**src/rtl/execute_stage.sv**
```systemverilog
// Execute stage: ALU, branch resolution and the EX/MEM output register.
// A taken branch redirects fetch for one cycle and discards the next accepted instruction.
module execute_stage #(
  parameter int DATA_W = 32
) (
  input  logic              clk,
  input  logic              reset_n,
  input  logic              in_valid,
  output logic              in_ready,
  input  logic [3:0]        operation,
  input  logic [DATA_W-1:0] src_a,
  input  logic [DATA_W-1:0] src_b,
  input  logic [4:0]        rd,
  input  logic              reg_write,
  input  logic              is_branch,
  input  logic [DATA_W-1:0] branch_target,
  output logic              out_valid,
  input  logic              out_ready,
  output logic [DATA_W-1:0] out_result,
  output logic [4:0]        out_rd,
  output logic              out_reg_write,
  output logic              redirect_valid,
  output logic [DATA_W-1:0] redirect_pc
);

  typedef enum logic [0:0] {
    RUN    = 1'b0,
    SQUASH = 1'b1
  } state_e;

  // Operation codes from the ALU controller.
  localparam logic [3:0] OP_AND = 4'b0000;
  localparam logic [3:0] OP_OR  = 4'b0001;
  localparam logic [3:0] OP_ADD = 4'b0010;
  localparam logic [3:0] OP_XOR = 4'b0011;
  localparam logic [3:0] OP_SLL = 4'b0100;
  localparam logic [3:0] OP_SRL = 4'b0101;
  localparam logic [3:0] OP_SUB = 4'b0110;
  localparam logic [3:0] OP_SRA = 4'b0111;
  localparam logic [3:0] OP_EQ  = 4'b1000;
  localparam logic [3:0] OP_NE  = 4'b1001;
  localparam logic [3:0] OP_GE  = 4'b1010;
  localparam logic [3:0] OP_LT  = 4'b1100;

  function automatic logic [DATA_W-1:0] alu_calc(
    input logic [3:0]        op,
    input logic [DATA_W-1:0] a,
    input logic [DATA_W-1:0] b
  );
    logic [4:0]        shamt;
    logic [DATA_W-1:0] res;
    shamt = b[4:0];
    case (op)
      OP_AND:  res = a & b;
      OP_OR:   res = a | b;
      OP_ADD:  res = a + b;
      OP_XOR:  res = a ^ b;
      OP_SLL:  res = a << shamt;
      OP_SRL:  res = a >> shamt;
      OP_SUB:  res = a - b;
      OP_SRA:  res = $unsigned($signed(a) >>> shamt);
      OP_EQ:   res = {{(DATA_W-1){1'b0}}, (a == b)};
      OP_NE:   res = {{(DATA_W-1){1'b0}}, (a != b)};
      OP_GE:   res = {{(DATA_W-1){1'b0}}, ($signed(a) >= $signed(b))};
      OP_LT:   res = {{(DATA_W-1){1'b0}}, ($signed(a) < $signed(b))};
      default: res = {DATA_W{1'b0}};
    endcase
    return res;
  endfunction

  state_e            state_q, state_d;
  logic              out_valid_q, out_valid_d;
  logic [DATA_W-1:0] out_result_q, out_result_d;
  logic [4:0]        out_rd_q, out_rd_d;
  logic              out_reg_write_q, out_reg_write_d;
  logic              redirect_valid_q, redirect_valid_d;
  logic [DATA_W-1:0] redirect_pc_q, redirect_pc_d;

  logic              in_ready_s;
  logic              accept_s;
  logic [DATA_W-1:0] alu_result_s;
  logic              branch_taken_s;

  // Handshake and ALU evaluation of the presented instruction.
  always_comb begin
    in_ready_s     = !out_valid_q || out_ready;
    accept_s       = in_valid && in_ready_s;
    alu_result_s   = alu_calc(operation, src_a, src_b);
    branch_taken_s = is_branch && alu_result_s[0];
  end

  // Next-state and output-register logic; a squashed accept behaves like an idle cycle.
  always_comb begin
    state_d          = state_q;
    out_valid_d      = out_valid_q;
    out_result_d     = out_result_q;
    out_rd_d         = out_rd_q;
    out_reg_write_d  = out_reg_write_q;
    redirect_valid_d = 1'b0;
    redirect_pc_d    = redirect_pc_q;

    if (accept_s && (state_q == RUN)) begin
      out_valid_d     = 1'b1;
      out_result_d    = alu_result_s;
      out_rd_d        = rd;
      out_reg_write_d = reg_write;
      if (branch_taken_s) begin
        redirect_valid_d = 1'b1;
        redirect_pc_d    = branch_target;
        state_d          = SQUASH;
      end else begin
        state_d = RUN;
      end
    end else begin
      if (out_ready) begin
        out_valid_d = 1'b0;
      end else begin
        out_valid_d = out_valid_q;
      end
      if (accept_s) begin
        state_d = RUN;
      end else begin
        state_d = state_q;
      end
    end
  end

  // State and EX/MEM register.
  always_ff @(posedge clk or negedge reset_n) begin
    if (!reset_n) begin
      state_q          <= RUN;
      out_valid_q      <= 1'b0;
      out_result_q     <= {DATA_W{1'b0}};
      out_rd_q         <= 5'd0;
      out_reg_write_q  <= 1'b0;
      redirect_valid_q <= 1'b0;
      redirect_pc_q    <= {DATA_W{1'b0}};
    end else begin
      state_q          <= state_d;
      out_valid_q      <= out_valid_d;
      out_result_q     <= out_result_d;
      out_rd_q         <= out_rd_d;
      out_reg_write_q  <= out_reg_write_d;
      redirect_valid_q <= redirect_valid_d;
      redirect_pc_q    <= redirect_pc_d;
    end
  end

  assign in_ready       = in_ready_s;
  assign out_valid      = out_valid_q;
  assign out_result     = out_result_q;
  assign out_rd         = out_rd_q;
  assign out_reg_write  = out_reg_write_q;
  assign redirect_valid = redirect_valid_q;
  assign redirect_pc    = redirect_pc_q;

endmodule

```
**config.mk**
```make
export PLATFORM = sky130hd
export DESIGN_NAME = execute_stage
export DESIGN_NICKNAME = d
export VERILOG_FILES = /design/src/rtl/execute_stage.sv
export SDC_FILE = /design/constraint.sdc
export NUM_CORES = 1
export LEC_CHECK = 0
export ABC_AREA = 1
export ABC_CLOCK_PERIOD_IN_PS = 1700
export BUFFER_PORTS_ARGS = -buffer_cell sky130_fd_sc_hd__buf_2
export CORE_MARGIN = 4
export CORE_UTILIZATION = 53
export CTS_BUF_LIST = sky130_fd_sc_hd__clkbuf_16
export CTS_CLUSTER_SIZE = 28
export DETAILED_ROUTE_END_ITERATION = 10
export PLACE_DENSITY = 0.78
export SYNTH_ARGS = -nofsm -noshare
export SYNTH_HDL_FRONTEND = slang
export SYNTH_SLANG_ARGS = --single-unit
```
**constraint.sdc**
```tcl
create_clock -name clk -period 1.7 [get_ports clk]
set_input_delay 0.255 -clock clk [delete_from_list [all_inputs] [get_ports clk]]
set_output_delay 0.255 -clock clk [all_outputs]
set_load 0.02 [all_outputs]
```
==> flow_metrics.tcl, run 1 <==
set metrics [dict create \
    track_usage_pct 94.84 \
    grt_max_degree 57 \
    ys_ff_latch 73 \
    synth_edf_count 0 \
    synthDistinctLibCells 48 \
    placed_area_sq_mm 0.01719 \
    die_w_um 159.8 \
    ys_top_cells_by_count "nand2_1 (762), inv_1 (210), nand3_1 (195)" \
    postSynthCellCount 2192 \
    tool.error "[ERROR GRT-0232] Routing congestion too high. Check the congestion heatmap in the GUI." \
    endpoint_type "register input" \
    seq_area_frac_synth_pct 14.96 \
    gpl.final_weighted_congestion 1.137 \
    status "did not finish" \
    ctsRootBufferMaster "clkbuf_16" \
    lastStage "5_1_grt" \
    synth_top_cell_area_share_pct 23.42 \
    ys_async_sr_fraction_pct 100.0 \
    dp_hpwl_um 52740 \
    synth_area_sq_mm 0.01221 \
    grt_repair_worst_endpoint "redirect_pc[10]$_DFFE_PN0P_/D" \
    rows 55 \
    ys.flop_type "dfrtp_1" \
    cts_made_buffers 9 \
    clk_path_buf_depth 2 \
    syn_area_per_cell_sq_um 5.570 \
    yosysMostFrequentCell "nand2_1" \
    yosys.area.top_type "nand2_1" \
    portBuffers 183 \
    clock_sinks 73 \
    htreeDepth 3 \
    io_pins 184 \
    overflow 1067 \
    die_h_um 159.8 \
    synth_warnings 0 \
    synth_nets 2402 \
    synth_area_leaders "nand2_1 (23%), dfrtp_1 (15%), ha_1 (9.9%), nand3_1 (8.0%), o21ai_0 (6.9%)" \
    initial_core_util_pct 53.93 \
]
-- routing by layer --
metal / global-route usage [%] / overflow
met2: 110.6 / 701
met4: 102.0 / 286
met5: 59.09 / 9
met3: 82.58 / 39
met1: 89.50 / 32
-- stage by stage --
step | TNS (ns) | setup slack (ns) | hold WS [ns] | instances
4_1_cts | -22.62 | -0.4968 | 0.1151 | 3149
3_5_place_dp | -60.31 | -1.075 | 0.1438 | 3085
3_3_place_gp | -56.89 | -1.001 | 0.1414 | 3085
2_1_floorplan | -33.39 | -0.6496 | -0.04059 | 2192
-- cell families after synthesis --
| group | count (synthesis) | synth area share (%) |
|---|---|---|
| simple gates | 1261 | 43.70 |
| compound gates | 415 | 18.93 |
| buf+inv | 332 | 11.20 |
| fa+ha+maj | 99 | 10.27 |
| flops | 73 | 14.96 |
| mux | 8 | 0.6558 |
| xor+xnor | 4 | 0.2870 |
-- timing repair --
action / in CTS
pin swaps: 106
setup endpoints to repair: 66
buffers inserted: 44
gates cloned: 3
hold buffers: 1
hold endpoints to repair: 17
gates resized for setup: 492
==> run 2, diff against run 1 <==
- ABC_CLOCK_PERIOD_IN_PS: 1700 -> 2200
- CORE_UTILIZATION: 53 -> 38
- CTS_BUF_LIST: sky130_fd_sc_hd__clkbuf_16 -> unset
- CTS_CLUSTER_SIZE: 28 -> unset
- PLACE_DENSITY: 0.78 -> unset
- PLACE_DENSITY_LB_ADDON: unset -> 0.15
- clock period: 1.7 -> 2.2 ns (I/O delays scaled with it)
==> run 2 against run 1 <==
  * The flow now finishes, with violations (negative setup slack)
  * Synthesized area unchanged
  * Synthesized cell count unchanged
==> flow_metrics.tcl, run 2 <==
set metrics [dict create \
    status "finished, violations left" \
    violations "negative setup slack" \
    layout_common_cells "nand2_1 (693), buf_4 (540), nand3_1 (183), inv_1 (175), buf_2 (171)" \
    path_delay_family "simple AND/OR/NAND/NOR gates" \
    ys_ff_latch 73 \
    critPathMaxFanout 6 \
    ys.flop_type "dfrtp_1" \
    hold_violations 0 \
    track_usage_pct 35.74 \
    first_pass_iters 6 \
    die_w_um 187.3 \
    overflow 0 \
    worst_pin_slew_ns 0.6070 \
    critPathSlowestCell "ha_4" \
    worstPathCellList "buf_4 -> inv_2 -> ha_4 -> buf_4 -> nor2_4 -> nand2_2 -> nand2_2 -> nand2_2 -> nand2_2 -> a21oi_2 -> buf_4 -> nand3_1 -> nand3_1 -> nand2_1 -> inv_2 -> nand2_4 -> nand3_4 -> buf_6 -> buf_12 -> nand2_2 -> nand2_1" \
    crit_type "in2reg" \
    yosys.area.top_type "nand2_1" \
    ys_async_sr_fraction_pct 100.0 \
    fin_worst_skew_ns 0.006733 \
    cts_made_buffers 9 \
    yosys.area_share.simple_pct 43.70 \
    htreeDepth 3 \
    hold_slack_ns 0.1869 \
    dp_slack_ns -0.5862 \
    relSlewSlack_pct 59.53 \
    grt_setup_unrepaired "yes" \
    worst_ep_required_time_ns 2.43 \
    routedWlPerCell_um 20.55 \
    clock.fmax_ghz 0.4353 \
    endpoint_kind "flop" \
    initial_core_util_pct 38.60 \
    postSynthCellCount 2192 \
    synthXorXnorAreaFrac_pct 0.2869 \
    clkTransAtPathRegs_ns 0.06 \
    maxCapViolations 0 \
    synth_nets 2402 \
    synth_edf_count 0 \
    crit_path_frequent_cell "nand2_2" \
    synthDistinctLibCells 48 \
    vias 17843 \
    drtIter0Drc 1976 \
    io_pins 184 \
    core_area_sq_mm 0.03164 \
    critPathLaunchType "primary input" \
    placed_area_sq_mm 0.01735 \
    setup_violations 24 \
    ctsRootBufferMaster "clkbuf_16" \
    cts_tree "done" \
    synth_warnings 0 \
    antenna_left 0 \
    die_h_um 187.3 \
    gpl.final_weighted_congestion 1.038 \
    syn_area_per_cell_sq_um 5.570 \
    diodes 0 \
    drive_gt1_share_pct 36.25 \
    portBuffers 183 \
    remaining_drc_errors 0 \
    dieArea_sq_mm 0.03506 \
    synth_adder_area_share_pct 10.27 \
    synthMuxAreaShare_pct 0.6558 \
    grt_max_degree 57 \
    routed_wl_um 66760 \
    synth_area_sq_mm 0.01221 \
    grt_pass1_vias 16531 \
    ys_top_cells_by_count "nand2_1 (762), inv_1 (210), nand3_1 (195)" \
    nNetsFinal 3052 \
    synth_top_cell_area_share_pct 23.42 \
    clk_path_buf_depth 2 \
    area_delta_synth_final_pct 56.78 \
    hold_path_class "in2reg" \
    power.density_mw_per_mm2 470.7 \
    layout_commonest_cell "nand2_1" \
    dp_hpwl_um 55210 \
    critical_path_buf_inv_count 7 \
    synth_top_family_by_area "simple AND/OR/NAND/NOR gates" \
    clk_latency_ns 0.35 \
    p_leak_nw 10.15 \
    vias_per_cell 5.492 \
    final.min_clock_period_ns 2.297 \
    design_area_sq_mm 0.01914 \
    worst_ep_arrival_time_ns 2.52 \
    antenna_found_initial 1 \
    synth_compound_area_share_pct 18.93 \
    finalWorstSetupSlack_ns -0.09725 \
    yosysMostFrequentCell "nand2_1" \
    grt_pass1_wl_um 97720 \
    rows 65 \
    slew_viol_final 0 \
    min_period_over_period_pct 104.4 \
    max_stage_delay_ns 0.21 \
    seq_area_frac_synth_pct 14.96 \
    clock_sinks 73 \
    max-vdd-ir-drop_v 0.0004311 \
    synth_area_leaders "nand2_1 (23%), dfrtp_1 (15%), ha_1 (9.9%), nand3_1 (8.0%), o21ai_0 (6.9%)" \
]
run 2: cell counts after synthesis:
Identical to the previous run, type by type.
run 2: worst paths after layout:
check	cells after the start	start	slack (ns)	end
setup / recovery	21	src_b[19]	-0.1	redirect_pc[29]
hold / removal	3	rd[1]	0.19	out_rd[1]
setup reg to reg	6	out_valid	0.41	redirect_pc[29]
hold reg to reg	2	out_result[19]	0.47	out_result[19]
max in group asynchronous	3	reset_n	1.09	out_result[24]
min in group asynchronous	2	reset_n	0.52	out_result[4]
run 2: timing repair:
action | CTS | global route
setup endpoints to repair | 56 | 65
cloned | 2 | 3
hold buffers | 1 | 0
resized for setup | 127 | 206
setup buffers | 16 | 18
pin swaps | 17 | 66
hold endpoints to repair | 42 | 0
run 2: area by class of cell:
cell class | instances | area (sq um)
sequential | 73 | 1827
timing repair buffer | 747 | 5539
inverter | 224 | 880.8
multi-input combinational | 1787 | 10110
tap | 402 | 503.0
fill | 3204 | 12490
clock inverter | 7 | 61.31
clock buffer | 9 | 225.2
run 2: cell families after synthesis:
logic type / Yosys count
buf+inv: 332
flops: 73
mux: 8
compound gates: 415
fa+ha+maj: 99
simple gates: 1261
xor+xnor: 4
run 2: metrics by stage:
stage	instances	utilization, %	total power [mW]	TNS, ns
after global placement	3199	54.84	6.896	-28.09
after CTS	3232	57.95	8.585	-0.008458
after global routing	3249	60.51	9.563	-4.852
final	3249	60.51	9.010	-1.499
after floorplan	2192	-	4.487	-7.576
after detailed placement	3199	54.84	6.938	-30.96
run 2: metal layers:
layer  share of wire, %  GRT usage, %
met5                  0             0
met3                8.4         4.554
met2                 44         58.09
met1                 42         48.62
met4                4.8         13.25
run 2: power breakdown:
group / internal [mW] / total (mW) / switching [mW]
combinational: 2.29 / 5.59 / 3.30
clock: 0.784 / 1.41 / 0.626
sequential: 1.73 / 2.01 / 0.274
run 2: tightest hold or removal path: cells and delay by family:
family,cells,cell delay (ns)
buf+inv,1,0.07
simple gates,2,0.09
Power figures use the tool's default switching activity.
==> run 3, diff against run 2 <==
- ABC_AREA: 1 -> unset
- CAP_MARGIN: unset -> 20
==> run 3 against run 2 <==
  * The flow still finishes with violations (negative setup slack)
  * Fmax shrank 25%
  * Synthesized cell count down 31%
  * Sequential power decreased by 3%
  * Die area is 2.1% lower
  * Global-route usage increased by 0.89 points
  * Critical path type unchanged
==> flow_metrics.tcl, run 3 <==
set metrics [dict create \
    dieArea_sq_mm 0.03433 \
    ys_async_sr_fraction_pct 100.0 \
    synth_nets 1728 \
    maxCapViolations 0 \
    power.density_mw_per_mm2 480.9 \
    routed_wl_um 65680 \
    clock_sinks 73 \
    layout_commonest_cell "buf_4" \
    p_leak_nw 9.218 \
    critPathLaunchType "primary input" \
    overflow 0 \
    critPathMaxFanout 9 \
    worst_ep_required_time_ns 2.43 \
    min_period_over_period_pct 138.7 \
    htreeDepth 3 \
    endpoint_kind "flop" \
    antenna_found_initial 0 \
    p_switching_mw 4.220 \
    drtIter0Drc 1487 \
    initial_core_util_pct 38.73 \
    crit_type "in2reg" \
    relSlewSlack_pct 44.10 \
    antenna_left 0 \
    synthXorXnorAreaFrac_pct 1.174 \
    finalWorstSetupSlack_ns -0.8504 \
    synth_area_leaders "dfrtp_1 (15%), ha_1 (10%), mux4_2 (9.4%), a21oi_1 (5.3%), nor2_1 (5.2%)" \
    final.min_clock_period_ns 3.050 \
    postSynthCellCount 1518 \
    grt_setup_unrepaired "yes" \
    core_area_sq_mm 0.03083 \
    fin_util_pct 65.95 \
    syn_area_per_cell_sq_um 7.867 \
    track_usage_pct 36.62 \
    hold_path_class "in2reg" \
    fill_cells 2608 \
    violations "negative setup slack" \
    synth_top_family_by_area "compound AO/OA/AOI/OAI gates" \
    ctsRootBufferMaster "clkbuf_16" \
    rows 64 \
    synth_edf_count 0 \
    combPwrFrac_pct 64.3 \
    hold_slack_ns 0.2148 \
    dp_hpwl_um 51630 \
    hold_violations 0 \
    status "finished, violations left" \
    pwr-share-clk_pct 15.9 \
    fin_worst_skew_ns 0.01043 \
    cts_made_buffers 9 \
    drive_gt1_share_pct 55.27 \
    clkTransAtPathRegs_ns 0.06 \
    remaining_drc_errors 0 \
    synthMuxAreaShare_pct 18.38 \
    layout_common_cells "buf_4 (529), buf_2 (163), nor2_1 (140), nand2_1 (116), a21oi_1 (90)" \
    clock.fmax_ghz 0.3278 \
    grt_pass1_wl_um 94970 \
    clk_path_buf_depth 2 \
    area_delta_synth_final_pct 70.25 \
    cts_tree "done" \
    gpl.final_weighted_congestion 1.051 \
    portBuffers 183 \
    synth_warnings 0 \
    vias 15704 \
    ys.flop_type "dfrtp_1" \
    synth_top_cell_area_share_pct 15.30 \
    multi_input_area_sq_mm 0.01098 \
    synth_compound_area_share_pct 29.54 \
    instances_no_fill 2607 \
    ys_ff_latch 73 \
    p_int_mw 5.557 \
    seq_area_frac_synth_pct 15.30 \
    clk_latency_ns 0.35 \
    grt_max_degree 78 \
    swShare_pct 43.16 \
    io_pins 184 \
    setup_violations 66 \
    die_h_um 185.3 \
    nNetsFinal 2416 \
    synth_adder_area_share_pct 10.50 \
    yosys.area_share.simple_pct 17.18 \
    diodes 0 \
    routedWlPerCell_um 25.19 \
    first_pass_iters 7 \
    ys_top_cells_by_count "nor2_1 (164), a21oi_1 (127), nand2_1 (124)" \
    grt_pass1_vias 15049 \
    yosys.area.top_type "dfrtp_1" \
    slew_viol_final 0 \
    worst_ep_arrival_time_ns 3.28 \
    whs_path_depth 2 \
    synth_area_sq_mm 0.01194 \
    dp.cells 2502 \
    seqPwrFrac_pct 19.9 \
    regArea_sq_mm 0.001827 \
    yosysMostFrequentCell "nor2_1" \
    die_w_um 185.3 \
    synthDistinctLibCells 96 \
    worst_pin_slew_ns 0.8385 \
    rr_worst_depth 10 \
    vias_per_cell 6.024 \
    max-vdd-ir-drop_v 0.0003873 \
]
[run 3: changes by cell type after synthesis, sizes merged, moves of 24 or more]
cell / before / now
nand2: 778 / 125
nand3: 196 / 34
inv: 220 / 96
o21ai: 178 / 123
nand4: 59 / 5
mux2: 0 / 50
mux4: 0 / 50
a211oi: 3 / 39
mux2i: 8 / 40
clkbuf: 45 / 69
[run 3: power by group through the flow]
| stage | clock [mW] | sequential (mW) | combinational (mW) |
|---|---|---|---|
| after detailed placement | 0 | 1.96 | 5.19 |
| final | 1.55 | 1.94 | 6.28 |
| after CTS | 1.57 | 1.94 | 5.76 |
| after floorplan | 0 | 2.43 | 2.28 |
| after global placement | 0 | 1.96 | 5.16 |
| after global routing | 1.62 | 1.99 | 6.63 |
[run 3: layer usage]
metal | vias up | GRT usage [%] | routed length [um]
li1 | 7066 | - | -
met1 | 7615 | 52.56 | 28640
met2 | 862 | 56.85 | 28810
met3 | 161 | 5.460 | 5792
met4 | 0 | 11.30 | 2438
met5 | - | 0 | 0
[run 3: cell type report]
cell class	count	area share [%]
Multi-Input combinational cell	1225	54.00
Sequential cell	73	8.985
Inverter	99	2.092
Tap cell	396	2.437
Clock inverter	6	0.3631
Clock buffer	10	1.175
Timing Repair Buffer	798	30.94
[run 3: worst max-delay path, stage by stage]
cell	delay, ns
buf_8	0.10
inv_6	0.05
ha_4	0.13
fa_2	0.23
nor2_4	0.05
o311a_4	0.33
o31a_1	0.31
nor2_4	0.15
o211a_4	0.19
o21ai_4	0.06
a2111o_1	0.42
a31oi_4	0.29
buf_6	0.18
buf_16	0.15
mux2_4	0.30
[run 3: metrics by stage]
step                      setup TNS, ns  power, mW  setup WS, ns  cell area, sq um
after floorplan                  -71.08      4.707        -1.529             12200
after global placement           -72.14      7.120        -1.388             16990
after detailed placement         -74.50      7.150        -1.370             16990
after CTS                        -42.17      9.279       -0.8539             19170
after global routing             -46.52      10.24       -0.9059             20330
final                            -42.26      9.776       -0.8504             20330
[run 3: cells by family (layout without fill, tap and decap cells)]
family / Yosys count / after routing
AO/OA/AOI/OAI: 522 / 522
XOR/XNOR: 16 / 16
adder cells (fa/ha/maj): 99 / 99
buffers and inverters: 220 / 913
flip-flops: 73 / 73
multiplexers: 140 / 140
AND/OR/NAND/NOR: 448 / 448
[run 3: worst paths after layout]
path                                   start               to  slack, ns
min in group asynchronous            reset_n        out_rd[2]       0.38
hold / removal             branch_target[27]  redirect_pc[27]       0.21
setup / recovery                    src_a[0]   redirect_pc[8]      -0.85
setup reg to reg                   out_valid   redirect_pc[8]      -0.24
max in group asynchronous            reset_n    out_result[3]       1.22
hold reg to reg                out_result[2]    out_result[2]       0.48
[run 3: repair_timing]
action,CTS,global route
gates cloned,7,0
hold endpoints to repair,14,0
pin swaps,100,121
setup endpoints to repair,66,66
resized for setup,320,230
hold buffers,1,0
buffers inserted,54,43
==> run 4, diff against run 3 <==
- CORE_UTILIZATION: 38 -> 60
- SLEW_MARGIN: unset -> 40
==> run 4 against run 3 <==
  * The flow now stops in 5_1_grt
  * Synthesized cell count unchanged
  * Synthesized area unchanged
==> flow_metrics.tcl, run 4 <==
set metrics [dict create \
    yosysMostFrequentCell "nor2_1" \
    grt_pass1_vias 22853 \
    overflow 279 \
    seq_area_frac_synth_pct 15.30 \
    synth_edf_count 0 \
    lastStage "5_1_grt" \
    grt_max_degree 70 \
    dp_slack_ns -1.400 \
    gpl.final_weighted_congestion 1.138 \
    clock_sinks 73 \
    dp_hpwl_um 46560 \
    ctsRootBufferMaster "clkbuf_16" \
    cts_made_buffers 9 \
    initial_core_util_pct 61.16 \
    ys_async_sr_fraction_pct 100.0 \
    synth_top_cell_area_share_pct 15.30 \
    synthDistinctLibCells 96 \
    rows 51 \
    ys_top_cells_by_count "nor2_1 (164), a21oi_1 (127), nand2_1 (124)" \
    clk_path_buf_depth 2 \
    htreeDepth 3 \
    postSynthCellCount 1518 \
    grt_pass1_wl_um 147100 \
    synth_area_sq_mm 0.01194 \
    ys_ff_latch 73 \
    die_w_um 149.1 \
    track_usage_pct 84.80 \
    portBuffers 183 \
    yosys.area.top_type "dfrtp_1" \
    ys.flop_type "dfrtp_1" \
    die_h_um 149.1 \
    status "did not finish" \
    io_pins 184 \
    synth_warnings 0 \
    syn_area_per_cell_sq_um 7.867 \
    tool.error "[ERROR GRT-0116] Global routing finished with congestion. Check the congestion regions in the DRC Viewer." \
    synth_nets 1728 \
    synth_area_leaders "dfrtp_1 (15%), ha_1 (10%), mux4_2 (9.4%), a21oi_1 (5.3%), nor2_1 (5.2%)" \
]
## run 4: cell counts after synthesis
Identical to the previous run, type by type.
## run 4: cell families after synthesis
| family | synth area share (%) |
|---|---|
| XOR/XNOR | 1.173 |
| multiplexers | 18.38 |
| buffers and inverters | 7.932 |
| AO/OA/AOI/OAI | 29.54 |
| AND/OR/NAND/NOR | 17.18 |
| adder cells (fa/ha/maj) | 10.50 |
| flip-flops | 15.30 |
## run 4: layer usage
metal / GRT overflow / track usage (%)
met1: 4 / 82.58
met2: 137 / 97.60
met3: 6 / 74.66
met4: 130 / 88.10
met5: 2 / 41.82
## run 4: per-stage QoR
stage	setup TNS, ns	utilization (%)	cells	area (sq um)	hold slack (ns)
after global placement	-69.21	85.17	2350	16630	0.3051
after floorplan	-71.08	-	1518	12200	0.03441
after detailed placement	-73.48	85.19	2350	16630	0.3160
after CTS	-34.29	96.71	2421	18880	0.1941
## run 4: repair_timing
item,4_1_cts
cloned,4
hold buffers,1
pin swaps,107
endpoints found under the setup margin,66
setup buffers,56
resized for setup,335
hold endpoints to repair,33
